--- src/rtl/mem_arb_pkg.sv ---
// Shared types for the instruction/data memory arbiter: FSM state encoding and
// port selection.
package mem_arb_pkg;

  typedef enum logic [2:0] {
    StIdle  = 3'd0,
    StDReq  = 3'd1,
    StDWait = 3'd2,
    StIReq  = 3'd3,
    StIWait = 3'd4
  } arb_state_e;

  typedef enum logic {
    PortInst = 1'b0,
    PortData = 1'b1
  } arb_port_e;

  // Which requester owns the bus in a given state (IDLE reports inst, unused there).
  function automatic arb_port_e state_port(arb_state_e st);
    return (st == StDReq || st == StDWait) ? PortData : PortInst;
  endfunction

endpackage

--- src/rtl/arb_port_latch.sv ---
// Per-requester completion flag and response register; the response holds
// until the next read for this port overwrites it.
module arb_port_latch #(
  parameter int unsigned DataW = 32
) (
  input  logic             clk_i,
  input  logic             rst_ni,
  input  logic             set_i,
  input  logic             clear_i,
  input  logic             capture_en_i,
  input  logic [DataW-1:0] rdata_i,
  output logic             done_o,
  output logic [DataW-1:0] rdata_o
);

  logic             done_q, done_d;
  logic [DataW-1:0] rdata_q, rdata_d;

  always_comb begin
    done_d  = done_q;
    rdata_d = rdata_q;
    if (set_i) begin
      done_d = 1'b1;
    end else if (clear_i) begin
      done_d = 1'b0;
    end
    if (set_i && capture_en_i) begin
      rdata_d = rdata_i;
    end
  end

  always_ff @(posedge clk_i or negedge rst_ni) begin
    if (!rst_ni) begin
      done_q  <= 1'b0;
      rdata_q <= '0;
    end else begin
      done_q  <= done_d;
      rdata_q <= rdata_d;
    end
  end

  assign done_o  = done_q;
  assign rdata_o = rdata_q;

endmodule

--- src/rtl/mem_arbiter.sv ---
// Serialises MIPS instruction-fetch and data accesses onto one single-outstanding
// memory bus, data first, and stalls the pipeline until every request is served.
module mem_arbiter
  import mem_arb_pkg::*;
#(
  parameter int unsigned ADDR_W = 32,
  parameter int unsigned DATA_W = 32
) (
  input  logic                clk,
  input  logic                rst,
  input  logic                inst_req,
  input  logic [ADDR_W-1:0]   inst_addr,
  output logic [DATA_W-1:0]   inst_rdata,
  input  logic                data_req,
  input  logic [DATA_W/8-1:0] data_wen,
  input  logic [ADDR_W-1:0]   data_addr,
  input  logic [DATA_W-1:0]   data_wdata,
  output logic [DATA_W-1:0]   data_rdata,
  input  logic                flush,
  output logic                stall,
  output logic                mem_req,
  output logic                mem_wr,
  output logic [DATA_W/8-1:0] mem_wstrb,
  output logic [ADDR_W-1:0]   mem_addr,
  output logic [DATA_W-1:0]   mem_wdata,
  input  logic                mem_addr_ok,
  input  logic [DATA_W-1:0]   mem_rdata,
  input  logic                mem_data_ok
);

  arb_state_e          state_q, state_d;
  logic [ADDR_W-1:0]   addr_q, addr_d;
  logic [DATA_W-1:0]   wdata_q, wdata_d;
  logic [DATA_W/8-1:0] wstrb_q, wstrb_d;
  logic                wr_q, wr_d;
  logic                orphan_q, orphan_d;

  logic inst_done, data_done;
  logic in_wait, pending_inst, pending_data, served, latch_clear;

  assign in_wait      = (state_q == StDWait) || (state_q == StIWait);
  assign pending_inst = inst_req & ~inst_done;
  assign pending_data = data_req & ~data_done;
  // A flushed transaction still owns the bus until its data_ok arrives.
  assign stall        = rst & ~flush & (pending_inst | pending_data | (orphan_q & in_wait));
  assign served       = in_wait & mem_data_ok & ~orphan_q & ~flush;
  assign latch_clear  = ~stall | flush;

  always_comb begin
    state_d  = state_q;
    addr_d   = addr_q;
    wdata_d  = wdata_q;
    wstrb_d  = wstrb_q;
    wr_d     = wr_q;
    orphan_d = orphan_q;
    unique case (state_q)
      StIdle: begin
        orphan_d = 1'b0;
        if (!flush && pending_data) begin
          state_d = StDReq;
          addr_d  = data_addr;
          wdata_d = data_wdata;
          wstrb_d = data_wen;
          wr_d    = |data_wen;
        end else if (!flush && pending_inst) begin
          state_d = StIReq;
          addr_d  = inst_addr;
          wdata_d = '0;
          wstrb_d = '0;
          wr_d    = 1'b0;
        end
      end
      StDReq, StIReq: begin
        if (mem_addr_ok) begin
          state_d  = (state_q == StDReq) ? StDWait : StIWait;
          orphan_d = flush;
        end else if (flush) begin
          state_d = StIdle;
        end
      end
      StDWait, StIWait: begin
        if (flush) orphan_d = 1'b1;
        if (mem_data_ok) begin
          state_d  = StIdle;
          orphan_d = 1'b0;
          // Chain straight into a waiting fetch to avoid an idle bubble.
          if (state_q == StDWait && !orphan_q && !flush && pending_inst) begin
            state_d = StIReq;
            addr_d  = inst_addr;
            wdata_d = '0;
            wstrb_d = '0;
            wr_d    = 1'b0;
          end
        end
      end
      default: state_d = StIdle;
    endcase
  end

  always_ff @(posedge clk or negedge rst) begin
    if (!rst) begin
      state_q  <= StIdle;
      addr_q   <= '0;
      wdata_q  <= '0;
      wstrb_q  <= '0;
      wr_q     <= 1'b0;
      orphan_q <= 1'b0;
    end else begin
      state_q  <= state_d;
      addr_q   <= addr_d;
      wdata_q  <= wdata_d;
      wstrb_q  <= wstrb_d;
      wr_q     <= wr_d;
      orphan_q <= orphan_d;
    end
  end

  assign mem_req   = (state_q == StDReq) || (state_q == StIReq);
  assign mem_wr    = wr_q;
  assign mem_wstrb = wstrb_q;
  assign mem_addr  = addr_q;
  assign mem_wdata = wdata_q;

  arb_port_latch #(
    .DataW (DATA_W)
  ) u_inst_latch (
    .clk_i        (clk),
    .rst_ni       (rst),
    .set_i        (served && state_port(state_q) == PortInst),
    .clear_i      (latch_clear),
    .capture_en_i (1'b1),
    .rdata_i      (mem_rdata),
    .done_o       (inst_done),
    .rdata_o      (inst_rdata)
  );

  arb_port_latch #(
    .DataW (DATA_W)
  ) u_data_latch (
    .clk_i        (clk),
    .rst_ni       (rst),
    .set_i        (served && state_port(state_q) == PortData),
    .clear_i      (latch_clear),
    .capture_en_i (~wr_q),
    .rdata_i      (mem_rdata),
    .done_o       (data_done),
    .rdata_o      (data_rdata)
  );

endmodule

--- config.mk ---
export PLATFORM = sky130hd
export DESIGN_NAME = mem_arbiter
export DESIGN_NICKNAME = d
export VERILOG_FILES = /design/src/rtl/mem_arb_pkg.sv /design/src/rtl/arb_port_latch.sv /design/src/rtl/mem_arbiter.sv
export SDC_FILE = /design/constraint.sdc
export NUM_CORES = 1
export LEC_CHECK = 0
export BUFFER_PORTS_ARGS = -buffer_cell sky130_fd_sc_hd__buf_2
export CELL_PAD_IN_SITES_DETAIL_PLACEMENT = 0
export CELL_PAD_IN_SITES_GLOBAL_PLACEMENT = 1
export CORE_MARGIN = 2
export CORE_UTILIZATION = 36
export CTS_BUF_LIST = sky130_fd_sc_hd__clkbuf_8
export CTS_CLUSTER_SIZE = 10
export DETAILED_ROUTE_END_ITERATION = 8
export PLACE_DENSITY_LB_ADDON = 0.1
export SLEW_MARGIN = 10
export SYNTH_ARGS = -nofsm -noshare
export SYNTH_HDL_FRONTEND = slang
export SYNTH_SLANG_ARGS = --single-unit
--- constraint.sdc ---
create_clock -name clk -period 2.22 [get_ports clk]
set_input_delay 0.222 -clock clk [delete_from_list [all_inputs] [get_ports clk]]
set_output_delay 0.222 -clock clk [all_outputs]
set_load 0.005 [all_outputs]
### Word-level counts from Yosys, hierarchy flattened

Cells that the tools add are included.

* equality and inequality tests: 10
* muxes and demuxes: 36
* bitwise operators: 18
* reduce and logical (&&, ||, !) cells: 24

Operator list (count)
* 32-bit two-way mux: 8
* 32-bit case mux with 2 select lines: 2
* 3-bit two-way mux: 6
* 4-bit two-way mux: 4
* 1-bit two-way mux: 11
* 3-bit inequality test (second input constant): 3
* 3-bit case mux with 3 select lines: 1
* 1-bit bitwise AND: 8
* 1-bit logical AND: 8
* 4-bit case mux with 2 select lines: 1
* 1-bit NOT: 7
* 3-bit by 2-bit == test with 1-bit output (second input constant): 2
* 2-bit inequality test (second input constant): 3
* 3-bit AND reduction: 2
* 2-bit nonzero test: 3
* 4-bit AND reduction: 1
* 2-bit OR reduction: 2
* 4-bit OR reduction: 1
* 3-bit by 1-bit == test with 1-bit output (second input constant): 1
* 3-bit == test (second input constant): 1
* 3-bit zero test: 1
* 1-bit logical OR: 3
* 1-bit OR: 3
* 1-bit case mux with 3 select lines: 1
* 4 further kinds: 5

* bits in registers: 139
* output and inout bits: 135
* logic and storage cells: 98

### Logic depth before layout (Yosys ltp)

Gate-level depths: netlist (run 1).

* depth in word-level cells: 9
* gate-level depth with buffers: 7
* mapped depth without buffers: 4

### Cells and area by module

From an unflattened synthesis (run 1), not the netlist that was laid out.

* cell total of the unflattened synthesis: 497
* area total of the unflattened synthesis: 6118.4 um2

By module, submodules not included
* mem_arbiter: instances 1, cells an instance 355, area each 3353.2 um2, sequential area each 1826.8 um2
* arb_port_latch: instances 2, cells an instance 71, area each 1382.6 um2, sequential area each 825.8 um2

### Worst setup path before layout (run 1)

OpenSTA, ideal clock, no wires.

* path type: reg-to-reg
* from: register state_q[2]
* to: register u_data_latch.rdata_q[10], in the netlist u_data_latch.rdata_o[10]
* setup time: 0.125 ns
* arrival time: 1.597 ns
* path slack: 0.498 ns
* stages on the path, launching flop included: 7
* path buffers: 2
* path through: dfrtp_1 buf_6 nor3_2 nand3_1 nor2_2 buf_2 mux2_2

* word-level cells in the longest chain between the ends: 7

Ends and longest elaborated chain
* start, declared: RTL line mem_arbiter.sv:31 `arb_state_e state_q, state_d;`
* start signal, assigned: RTL line mem_arbiter.sv:102 `state_q <= StIdle;`
* start signal, assigned: RTL line mem_arbiter.sv:109 `state_q <= state_d;`
* 3-bit by 2-bit == test with 1-bit output or 3-bit == test (tied branches): RTL line mem_arb_pkg.sv:20, mem_arbiter.sv:41
* 1-bit logical OR: RTL line mem_arbiter.sv:41 `assign in_wait = (state_q == StDWait) || (state_q == StIWait);`
* 1-bit bitwise AND (3 in series): RTL line mem_arbiter.sv:46 `assign served = in_wait & mem_data_ok & ~orphan_q & ~flush;`
* 1-bit logical AND *: RTL line mem_arbiter.sv:142 `.set_i (served && state_port(state_q) == PortData),`
* 1-bit logical AND *: RTL line arb_port_latch.sv:27 `if (set_i && capture_en_i) begin`
* end signal, assigned: RTL line arb_port_latch.sv:38 `rdata_q <= rdata_d;`
* end, declared: RTL line arb_port_latch.sv:17 `logic [DataW-1:0] rdata_q, rdata_d;`

Mark *: on every way between the ends. The rest lies on a longest branch, timed or not.
A chain may end at the register's enable or synchronous reset.

### Final worst setup path (run 1)

* from: register state_q[2]
* to: output port stall

* word-level cells in the longest chain between the ends: 5

Ends and longest elaborated chain
* 3-bit by 2-bit == test with 1-bit output or 3-bit == test (tied branches): RTL line mem_arbiter.sv:41
* 1-bit logical OR *: RTL line mem_arbiter.sv:41
* 1-bit bitwise AND *: RTL line mem_arbiter.sv:45 `assign stall = rst & ~flush & (pending_inst | pending_data | (orphan_q & in_wait));`
* 1-bit OR *: RTL line mem_arbiter.sv:45
* 1-bit bitwise AND *: RTL line mem_arbiter.sv:45
* end, declared: RTL line mem_arbiter.sv:20 `output logic stall,`

Marks and branches as above.

==> out/results.md, run 1 <==
| Group | Item | Reported |
|---|---|---|
| floorplan | Vertical die dimension | 129 um |
| setup path | Critical register-to-register path endpoint | mem_wdata[18] |
| power and ir drop | Overall power after layout | 0.00964 W |
| yosys | Share of synthesized flip-flops with an asynchronous set or reset | 100% |
| status | Run status | finished, final reports clean |
| floorplan | Starting density of the core | 36.9% |
| global route | Maximum number of pins on one net before global-route repair | 140 |
| power and ir drop | Worst voltage drop across the vdd grid | 0.477 mV |
| placed design | Worst setup timing slack at the placement stage | 0.256 ns |
| global route | Total grt overflow | 0 |
| yosys | Average cell area after synthesis | 13.8 sq um |
| floorplan | Number of top-level pins | 274 |
| cells and area | FF/Latch Area | 0.00348 sq mm |
| yosys | Simple-Gate Fraction of Synth Area | 4.64% |
| cells and area | Fillers | 1,366 |
| yosys | Combinational family with the most area after synthesis | multiplexers |
| floorplan | Width of the die | 129 um |
| drt | Met3 WL post-DR | 1060 um |
| yosys | Mux cell area share after synthesis | 18.6% |
| power and ir drop | Static leakage | 4.46 nW |
| min path | Worst hold path depth | 2 |
| sta | Clock Skew | 0.0173 ns |
| sta | Clock period minus worst slack | 2.03 ns |
| drt | Routed wire length on met2 | 7150 um |
| cells and area | Commonest cells after routing, fill and taps aside | buf_2, dfrtp_1, mux2_2 |
| sta | Post-route worst setup slack | 0.195 ns |
| drt | Met1 WL | 6130 um |
| drt | DRC Markers | 0 |
| placed design | Placed wire-length estimate after detailed placement | 9990 um |
| sta | Final period utilization | 91.2% |
| placed design | Final weighted congestion of routability-driven global placement | 0.772 |
| clock network | Clock-pin slew reported for the worst setup and hold paths after clock tree synthesis | 0.08 ns |
| sta | Upper clock frequency limit | 494 MHz |
| sta | Worst Tran Pin Value | 0.775 ns |
| yosys | Cells after synthesis | 405 |
| sta | Relative max-transition margin | 48.3% |
| floorplan | Num rows | 45 |
| drt | Detailed Route Iter0 Violations | 181 |
| yosys | Xor and xnor area share after synthesis | 0.156% |
| drt | Mean number of vias per cell | 4.71 |
| yosys | Sequential area share after synthesis | 62.0% |
| global route | Initial antenna violation count | 1 |
| flow run | Count of maximum capacitance violations | 0 |
| drt | Number of detailed-routing iterations run before antenna repair | 5 |
| sta | Hold Vio Cnt, Final | 0 |
| clock network | Number of buffers added by the clock tree synthesis step | 17 |
| setup path | FF-to-FF Start | state_q[2] |
| yosys | Mapped cell area | 0.00561 sq mm |
| sta | Accumulated negative setup slack | 0 ns |
| sta | Endpoints failing setup | 0 |
| drt | Detailed-route wire length per cell | 15.7 um |
| clock network | Root Buffer Master | clkbuf_8 |
| cells and area | Synth-to-layout area growth | 44.2% |
| yosys | Net count after synthesis | 544 |
| clock network | Max clock buf depth | 2 |
| clock network | H-tree level count | 4 |
| yosys | Synthesis Warnings | 0 |
| setup path | Kind of launch point of the worst setup path | register |
| power and ir drop | Power density over the cells | 1190 mW/mm^2 |
| cells and area | Share of cells above drive strength 1 | 51.8% |
| cells and area | Leading cell type in the layout, fill and taps excluded | buf_2 |
| min path | Worst min-delay path category | in2reg |
| yosys | Fraction of the mapped netlist area in adder cells | 0.179% |
| floorplan | Die Area | 0.0166 sq mm |
| global route | Via count of the first global-routing pass | 4,533 |
| drt | Number of vias after detailed routing | 4,363 |
| floorplan | Area of the placeable core | 0.0152 sq mm |
| yosys | Post-synth EDFFs | 0 |
| drt | Wire length reported by the detailed router | 14,600 um |
| sta | Pins over their slew limit | 0 |
| clock network | TritonCTS clock tree | yes |
| setup path | Critical Path AT | 1.80 ns |
| clock network | Clk sinks | 139 |
| yosys | Complex-gate fraction of the synthesized area | 10.9% |
| drt | Uppermost layer routed | met4 |
| cells and area | Multi-input gate area | 0.00194 sq mm |
| cells and area | # diodes | 0 |
| setup path | Endpoint required time on the critical path | 2.00 ns |
| placed design | Number of buffer cells added on primary ports | 273 |
| setup path | Slack of the worst reg-to-reg path | 0.25 ns |
| global route | First-pass GRT wire length | 22,800 um |
| drt | Post-route antenna net violation count | 0 |
| yosys | Count of cell types in the netlist | 36 |
| yosys | Post-synthesis register bit count | 139 |
| yosys | Prevailing post-synth register cell | dfrtp_1 |
| cells and area | Nets@finish | 864 |
| setup path | Critical path peak fanout | 9 |
| min path | Hold Path Origin | mem_rdata[15] |
| global route | Combined global-route utilization of all metal layers | 17.7% |
| setup path | Worst Reg2Reg Path Length in Cells | 4 |
| clock network | Clock insertion delay at the later pin of the skew report | 0.43 ns |
| setup path | Critical path capture point type | primary output |
| setup path | Worst setup path class | reg2out |
| min path | Hold endpoint | u_inst_latch.rdata_o[15] |
| sta | Unrepaired setup endpoints after global routing | false |
layout make-up:
cell class / count / share of cell area (%)
inverters: 4 / 0.186
well taps: 188 / 2.91
flip-flops and latches: 139 / 43.0
clock inverters: 14 / 2.40
clock buffers: 18 / 3.06
repair buffers: 328 / 24.4
multi-input cells: 235 / 24.0
sequential cells by signal, indices dropped and copies added, names as in the netlist:
name                  flops
mem_wdata                32
mem_wstrb                 4
orphan_q                  1
u_data_latch.done_o       1
mem_wr                    1
u_inst_latch.done_o       1
u_data_latch.rdata_o     32
state_q                   3
mem_addr                 32
u_inst_latch.rdata_o     32
layer usage:
layer / up-vias / global-route usage [%]
met3: 14 / 6.28
met1: 2077 / 20.9
li1: 2099 / -
met5: - / 0
met2: 173 / 30.2
met4: 0 / 5.56
worst max-delay path: stages, from the launching register on:
cell      delay, ns
dfrtp_1        0.51
xor2_1         0.25
a311oi_1       0.16
nor3b_2        0.28
buf_2          0.18
cell families after synthesis:
logic type	count (synthesis)
flops	139
fa+ha+maj	1
compound gates	84
mux	96
xor+xnor	1
buf+inv	31
simple gates	53
worst max-delay path by stage:
stage	start	to	slack, ns	cells past startpoint
global placement	state_q[2]	mem_wdata[30]	0.31	4
global route	state_q[2]	stall	0.03	4
finish	state_q[2]	stall	0.19	4
floorplan	state_q[2]	u_data_latch.rdata_o[10]	0.50	6
detailed placement	state_q[2]	mem_wdata[26]	0.26	4
CTS	state_q[2]	stall	0.06	4
metrics by stage:
step                instance area (sq um)  util, %  hold slack, ns  std cells
global route                         8090     53.2        0.000824        926
floorplan                            5610        -         -0.0736        405
global placement                     7150     47.0           0.410        845
finish                               8090     53.2          0.0364        926
detailed placement                   7150     47.0           0.427        845
CTS                                  8080     53.2        0.000844        926
Yosys cell counts (2+ instances only):
library cell | count | area, sq um
dfrtp_1 | 139 | 3480
a21bo_2 | 2 | 20.0
nand4_1 | 2 | 12.5
nor2_1 | 3 | 11.3
nor2b_1 | 4 | 25.0
o21ai_0 | 35 | 175
buf_6 | 8 | 90.1
nor3_1 | 2 | 10.0
inv_1 | 4 | 15.0
nand2_1 | 34 | 128
mux2i_1 | 32 | 320
buf_2 | 15 | 75.1
a21oi_1 | 2 | 10.0
mux2_2 | 63 | 709
a22o_1 | 36 | 315
clkbuf_1 | 4 | 15.0
power breakdown:
part           switching (W)  internal (W)  leakage (nW)  total (W)
clock               0.000990       0.00126         0.225    0.00225
combinational        0.00142       0.00176          2.43    0.00318
sequential          0.000581       0.00362          1.81    0.00420
what timing repair did:
item	in CTS	in global routing
setup endpoints to repair	0	1
hold endpoints to repair	191	0
hold buffers	49	0
gates resized for setup	0	1
setup buffers	0	0
Note: power is estimated with default switching activity, not from simulation.
==> run 2: changes to the inputs <==
--- a/config.mk
+++ b/config.mk
@@ -6,14 +6,12 @@
 export NUM_CORES = 1
 export LEC_CHECK = 0
 export BUFFER_PORTS_ARGS = -buffer_cell sky130_fd_sc_hd__buf_2
-export CELL_PAD_IN_SITES_DETAIL_PLACEMENT = 0
-export CELL_PAD_IN_SITES_GLOBAL_PLACEMENT = 1
 export CORE_MARGIN = 2
-export CORE_UTILIZATION = 36
+export CORE_UTILIZATION = 40
 export CTS_BUF_LIST = sky130_fd_sc_hd__clkbuf_8
 export CTS_CLUSTER_SIZE = 10
 export DETAILED_ROUTE_END_ITERATION = 8
-export PLACE_DENSITY_LB_ADDON = 0.1
+export PLACE_DENSITY = 0.71
 export SLEW_MARGIN = 10
 export SYNTH_ARGS = -nofsm -noshare
 export SYNTH_HDL_FRONTEND = slang
==> run 2 against run 1 <==
Non-clock buffer count down 3. Final cell count down 1.2%. Largest power group unchanged. Combinational power about the same. First-iteration DRC count down 3.9%.
==> out/results.md, run 2 (same netlist as run 1, synthesis figures left out) <==
| Group | Item | Reported |
|---|---|---|
| status | Run status | finished, final reports clean |
| floorplan | Die Area | 0.0150 sq mm |
| power and ir drop | Static leakage | 4.42 nW |
| drt | DRC Markers | 0 |
| global route | Total grt overflow | 0 |
| cells and area | Nets@finish | 861 |
| cells and area | Leading cell type in the layout, fill and taps excluded | buf_2 |
| min path | Hold endpoint | mem_wstrb[3] |
| flow run | Count of maximum capacitance violations | 0 |
| floorplan | Area of the placeable core | 0.0138 sq mm |
| cells and area | # diodes | 0 |
| placed design | Placed wire-length estimate after detailed placement | 9630 um |
| global route | First-pass GRT wire length | 21,500 um |
| power and ir drop | Worst voltage drop across the vdd grid | 0.623 mV |
| cells and area | FF/Latch Area | 0.00348 sq mm |
| setup path | Kind of launch point of the worst setup path | register |
| sta | Pins over their slew limit | 0 |
| drt | Number of vias after detailed routing | 4,428 |
| placed design | Number of buffer cells added on primary ports | 273 |
| floorplan | Starting density of the core | 40.7% |
| sta | Accumulated negative setup slack | 0 ns |
| clock network | H-tree level count | 4 |
| sta | Clock period minus worst slack | 2.00 ns |
| min path | Hold Path Origin | data_wen[3] |
| clock network | Clock insertion delay at the later pin of the skew report | 0.44 ns |
| clock network | Max clock buf depth | 2 |
| cells and area | Synth-to-layout area growth | 42.6% |
| sta | Unrepaired setup endpoints after global routing | false |
| setup path | Endpoint required time on the critical path | 2.00 ns |
| sta | Worst Tran Pin Value | 0.747 ns |
| clock network | Number of buffers added by the clock tree synthesis step | 17 |
| sta | Clock Skew | 0.0150 ns |
| drt | Wire length reported by the detailed router | 13,800 um |
| drt | Detailed-route wire length per cell | 15.1 um |
| global route | Combined global-route utilization of all metal layers | 18.6% |
| clock network | Clk sinks | 139 |
| clock network | TritonCTS clock tree | yes |
| drt | Number of detailed-routing iterations run before antenna repair | 4 |
| sta | Final period utilization | 89.9% |
| sta | Hold Vio Cnt, Final | 0 |
| drt | Post-route antenna net violation count | 0 |
| min path | Worst min-delay path category | in2reg |
| cells and area | Multi-input gate area | 0.00194 sq mm |
| floorplan | Num rows | 43 |
| drt | Detailed Route Iter0 Violations | 174 |
| setup path | Critical Path AT | 1.77 ns |
| drt | Mean number of vias per cell | 4.84 |
| placed design | Post-placement cell count | 838 |
| setup path | Critical path peak fanout | 9 |
| floorplan | Number of top-level pins | 274 |
| setup path | FF-to-FF Start | state_q[2] |
| cells and area | Non-filler instance count after layout | 915 |
| setup path | Worst Reg2Reg Path Length in Cells | 4 |
| power and ir drop | Power density over the cells | 1180 mW/mm^2 |
| clock network | Clock-pin slew reported for the worst setup and hold paths after clock tree synthesis | 0.09 ns |
| sta | Upper clock frequency limit | 501 MHz |
| cells and area | Share of cells above drive strength 1 | 52.1% |
| global route | Initial antenna violation count | 0 |
| min path | Worst hold path depth | 2 |
| setup path | Slack of the worst reg-to-reg path | 0.27 ns |
| setup path | Critical path capture point type | primary output |
| clock network | Post-CTS setup buffers | 0 |
| setup path | Worst setup path class | reg2out |
| cells and area | Commonest cells after routing, fill and taps aside | buf_2, dfrtp_1, mux2_2 |
| setup path | Critical register-to-register path endpoint | mem_wdata[3] |
| placed design | Final weighted congestion of routability-driven global placement | 0.800 |
| floorplan | Vertical die dimension | 122 um |
| floorplan | Width of the die | 122 um |
| clock network | Root Buffer Master | clkbuf_8 |
| global route | Maximum number of pins on one net before global-route repair | 140 |
| global route | Via count of the first global-routing pass | 4,511 |
| cells and area | Fillers | 1,157 |
| sta | Endpoints failing setup | 0 |
| sta | Relative max-transition margin | 50.2% |
-- run 2: cell count changes in the layout (fill, tap and decap cells not counted) --
cell	delta
inv_6	-1
bufinv_16	-1
clkinv_2	+1
clkinvlp_4	+2
buf_4	+2
clkbuf_8	-1
dlygate4sd3_1	-4
buf_12	-1
-- run 2: routing by layer --
metal	wire length, um	part of all wire, %	global-route usage [%]	vias up
li1	-	-	-	2097
met1	5450	40	22.1	2091
met2	6880	50	31.0	217
met3	1180	8.6	5.95	23
met4	277	2.0	8.19	0
met5	0	0	0	-
-- run 2: worst max-delay path by stage --
| stage | startpoint | end | slack [ns] | cells after the start |
|---|---|---|---|---|
| floorplan | state_q[2] | u_data_latch.rdata_o[10] | 0.50 | 6 |
| global placement | state_q[2] | mem_wdata[19] | 0.35 | 4 |
| detailed placement | state_q[2] | mem_wdata[30] | 0.27 | 4 |
| CTS | state_q[2] | stall | 0.08 | 4 |
| global route | state_q[2] | stall | 0.08 | 4 |
| finish | state_q[2] | stall | 0.22 | 4 |
-- run 2: layout make-up --
class                   count  area share [%]
flip-flops and latches    139            43.5
clock buffers              17            2.93
repair buffers            325            24.1
well taps                 180            2.82
multi-input cells         235            24.3
clock inverters            15            2.19
inverters                   4           0.188
-- run 2: stage by stage --
stage,instance area (sq um),hold slack [ns],worst slack [ns],utilization (%),total power (W)
2_1_floorplan,5610,-0.0736,0.498,-,0.00578
3_3_place_gp,7130,0.392,0.349,51.8,0.00726
3_5_place_dp,7130,0.414,0.273,51.8,0.00740
4_1_cts,7990,0.000518,0.0820,58.0,0.00958
5_1_grt,8000,0.00315,0.0821,58.1,0.0101
6_report,8000,0.0335,0.224,58.1,0.00944
-- run 2: timing repair --
item / in CTS / in global routing
gates resized for setup: 0 / 1
setup endpoints to repair: 0 / 1
hold buffers: 45 / 0
endpoints found under the hold margin: 185 / 0
-- run 2: power by group --
| part | internal, W | switching (W) | total (W) | leakage [nW] |
|---|---|---|---|---|
| logic | 0.00176 | 0.00139 | 0.00315 | 2.41 |
| clock network | 0.00111 | 0.000966 | 0.00207 | 0.203 |
| registers | 0.00362 | 0.000591 | 0.00421 | 1.81 |
| total | 0.00649 | 0.00295 | 0.00944 | 4.42 |
-- run 2: worst max-delay path: stages, from the launching register on --
cell	delay (ns)
dfrtp_1	0.49
xor2_1	0.21
a311oi_1	0.38
nor3b_2	0.11
buf_2	0.15
==> run 3: changes to the inputs <==
--- a/config.mk
+++ b/config.mk
@@ -5,13 +5,13 @@
 export SDC_FILE = /design/constraint.sdc
 export NUM_CORES = 1
 export LEC_CHECK = 0
+export ABC_CLOCK_PERIOD_IN_PS = 2220
 export BUFFER_PORTS_ARGS = -buffer_cell sky130_fd_sc_hd__buf_2
 export CORE_MARGIN = 2
-export CORE_UTILIZATION = 40
+export CORE_UTILIZATION = 35
 export CTS_BUF_LIST = sky130_fd_sc_hd__clkbuf_8
 export CTS_CLUSTER_SIZE = 10
 export DETAILED_ROUTE_END_ITERATION = 8
-export PLACE_DENSITY = 0.71
 export SLEW_MARGIN = 10
 export SYNTH_ARGS = -nofsm -noshare
 export SYNTH_HDL_FRONTEND = slang
==> run 3 against run 2 <==
Sequential power about the same. Clock power increased by 4%. First-iteration DRC count shrank 1.1%. Critical path type unchanged. Largest cell class unchanged.
==> out/results.md, run 3 (same netlist as run 1, synthesis figures left out) <==
| Group | Item | Reported |
|---|---|---|
| setup path | Slowest cell on the critical path | dfrtp_1 |
| cells and area | FF/Latch Area | 0.00348 sq mm |
| setup path | Kind of launch point of the worst setup path | register |
| setup path | Critical register-to-register path endpoint | mem_addr[27] |
| global route | Via count of the first global-routing pass | 4,692 |
| sta | Final period utilization | 91.2% |
| sta | Upper clock frequency limit | 494 MHz |
| floorplan | Area of the placeable core | 0.0158 sq mm |
| setup path | Critical path capture point type | primary output |
| sta | Endpoints failing setup | 0 |
| power and ir drop | Worst voltage drop across the vdd grid | 0.457 mV |
| min path | Hold endpoint | u_data_latch.rdata_o[7] |
| clock network | Clock-pin slew reported for the worst setup and hold paths after clock tree synthesis | 0.08 ns |
| floorplan | Num rows | 46 |
| cells and area | Nets@finish | 880 |
| cells and area | Non-filler instance count after layout | 970 |
| min path | Worst hold path depth | 2 |
| cells and area | Leading cell type in the layout, fill and taps excluded | buf_2 |
| sta | Clock Skew | 0.0107 ns |
| setup path | Worst setup path class | reg2out |
| min path | Hold Path Origin | mem_rdata[7] |
| power and ir drop | Power density over the cells | 1160 mW/mm^2 |
| drt | Detailed-route wire length per cell | 15.0 um |
| cells and area | Commonest cells after routing, fill and taps aside | buf_2, dfrtp_1, mux2_2 |
| clock network | Number of buffers added by the clock tree synthesis step | 17 |
| clock network | Clock insertion delay at the later pin of the skew report | 0.43 ns |
| floorplan | Width of the die | 131 um |
| clock network | Clk sinks | 139 |
| floorplan | Die Area | 0.0170 sq mm |
| clock network | H-tree level count | 4 |
| setup path | FF-to-FF Start | state_q[0] |
| cells and area | # diodes | 0 |
| cells and area | Synth-to-layout area growth | 46.9% |
| setup path | Slowest Stage Delay on Critical Path | 0.40 ns |
| cells and area | Fillers | 1,395 |
| floorplan | Starting density of the core | 35.6% |
| setup path | CP cell instances | nor2b_1, a311oi_1, nor3b_2, buf_2 |
| drt | Post-route antenna net violation count | 0 |
| drt | DRC Markers | 0 |
| drt | Detailed Route Iter0 Violations | 172 |
| sta | Hold Vio Cnt, Final | 0 |
| cells and area | Multi-input gate area | 0.00194 sq mm |
| floorplan | Vertical die dimension | 131 um |
| clock network | Root Buffer Master | clkbuf_8 |
| drt | Number of detailed-routing iterations run before antenna repair | 4 |
| global route | Maximum number of pins on one net before global-route repair | 140 |
| clock network | TritonCTS clock tree | yes |
| sta | Clock period minus worst slack | 2.03 ns |
| global route | Combined global-route utilization of all metal layers | 17.1% |
| cells and area | Share of cells above drive strength 1 | 51.2% |
| sta | Pins over their slew limit | 0 |
| drt | Number of vias after detailed routing | 4,546 |
| status | Run status | finished, final reports clean |
| flow run | Count of maximum capacitance violations | 0 |
| drt | Wire length reported by the detailed router | 14,600 um |
| setup path | Critical Path AT | 1.80 ns |
| setup path | Critical path peak fanout | 4 |
| placed design | Final weighted congestion of routability-driven global placement | 0.882 |
| placed design | Placed wire-length estimate after detailed placement | 9740 um |
| setup path | Slack of the worst reg-to-reg path | 0.32 ns |
| power and ir drop | Static leakage | 4.49 nW |
| placed design | Number of buffer cells added on primary ports | 273 |
| placed design | Post-placement cell count | 876 |
| drt | Mean number of vias per cell | 4.69 |
| min path | Worst min-delay path category | in2reg |
| sta | Accumulated negative setup slack | 0 ns |
| clock network | Max clock buf depth | 2 |
| global route | Total grt overflow | 0 |
| global route | Initial antenna violation count | 0 |
| sta | Unrepaired setup endpoints after global routing | false |
| clock network | Post-CTS setup buffers | 0 |
| sta | Relative max-transition margin | 44.1% |
| floorplan | Number of top-level pins | 274 |
| sta | Worst Tran Pin Value | 0.838 ns |
| global route | First-pass GRT wire length | 22,600 um |
| setup path | Endpoint required time on the critical path | 2.00 ns |
| setup path | Worst Reg2Reg Path Length in Cells | 5 |
==> run 3: final cells by class <==
cell class	instances	share of cell area, %
flip-flops and latches	139	42.2
repair buffers	344	25.6
multi-input cells	235	23.6
well taps	216	3.28
clock buffers	18	3.01
clock inverters	14	2.07
inverters	4	0.182
==> run 3: metrics by stage <==
step / hold WS [ns] / power [W] / util (%) / setup slack (ns) / area, sq um
detailed placement: 0.412 / 0.00739 / 45.6 / 0.317 / 7190
global placement: 0.393 / 0.00726 / 45.6 / 0.393 / 7190
finish: 0.0424 / 0.00954 / 52.2 / 0.195 / 8240
global route: 0.00768 / 0.0102 / 52.2 / 0.0570 / 8240
CTS: 0.00282 / 0.00966 / 52.2 / 0.152 / 8240
floorplan: -0.0736 / 0.00578 / - / 0.498 / 5610
==> run 3: how the worst max path moves through the flow <==
stage                        startpoint                       end  slack, ns
floorplan                    state_q[2]  u_data_latch.rdata_o[10]       0.50
global placement             state_q[1]              mem_addr[30]       0.39
detailed placement           state_q[0]              mem_addr[28]       0.32
CTS                 u_inst_latch.done_o                     stall       0.15
global route        u_inst_latch.done_o                     stall       0.06
finish              u_inst_latch.done_o                     stall       0.19
==> run 3: what timing repair did <==
action,CTS,global route
setup endpoints to repair,1,0
endpoints found under the hold margin,215,0
gates resized for setup,1,0
hold buffers,62,0
==> run 3: per-layer routing <==
metal,global-route usage (%),vias up,routed length [um]
li1,-,2134,-
met1,20.7,2198,6150
met2,28.2,192,7110
met3,4.93,22,1000
met4,7.95,0,313
met5,0,-,0
==> run 3: critical path, delay by kind of cell (launching register included) <==
kind	cells	cell delay (ns)
buffers and inverters	1	0.19
AOI/OAI and AO/OA	1	0.13
DFF	1	0.40
and+or+nand+nor	2	0.66
==> run 3: power by group <==
group / internal (W) / switching (W) / total (W) / leakage [nW]
sequential: 0.00362 / 0.000586 / 0.00421 / 1.81
clock: 0.00114 / 0.00101 / 0.00215 / 0.201
combinational: 0.00177 / 0.00142 / 0.00319 / 2.49
total: 0.00653 / 0.00301 / 0.00954 / 4.49
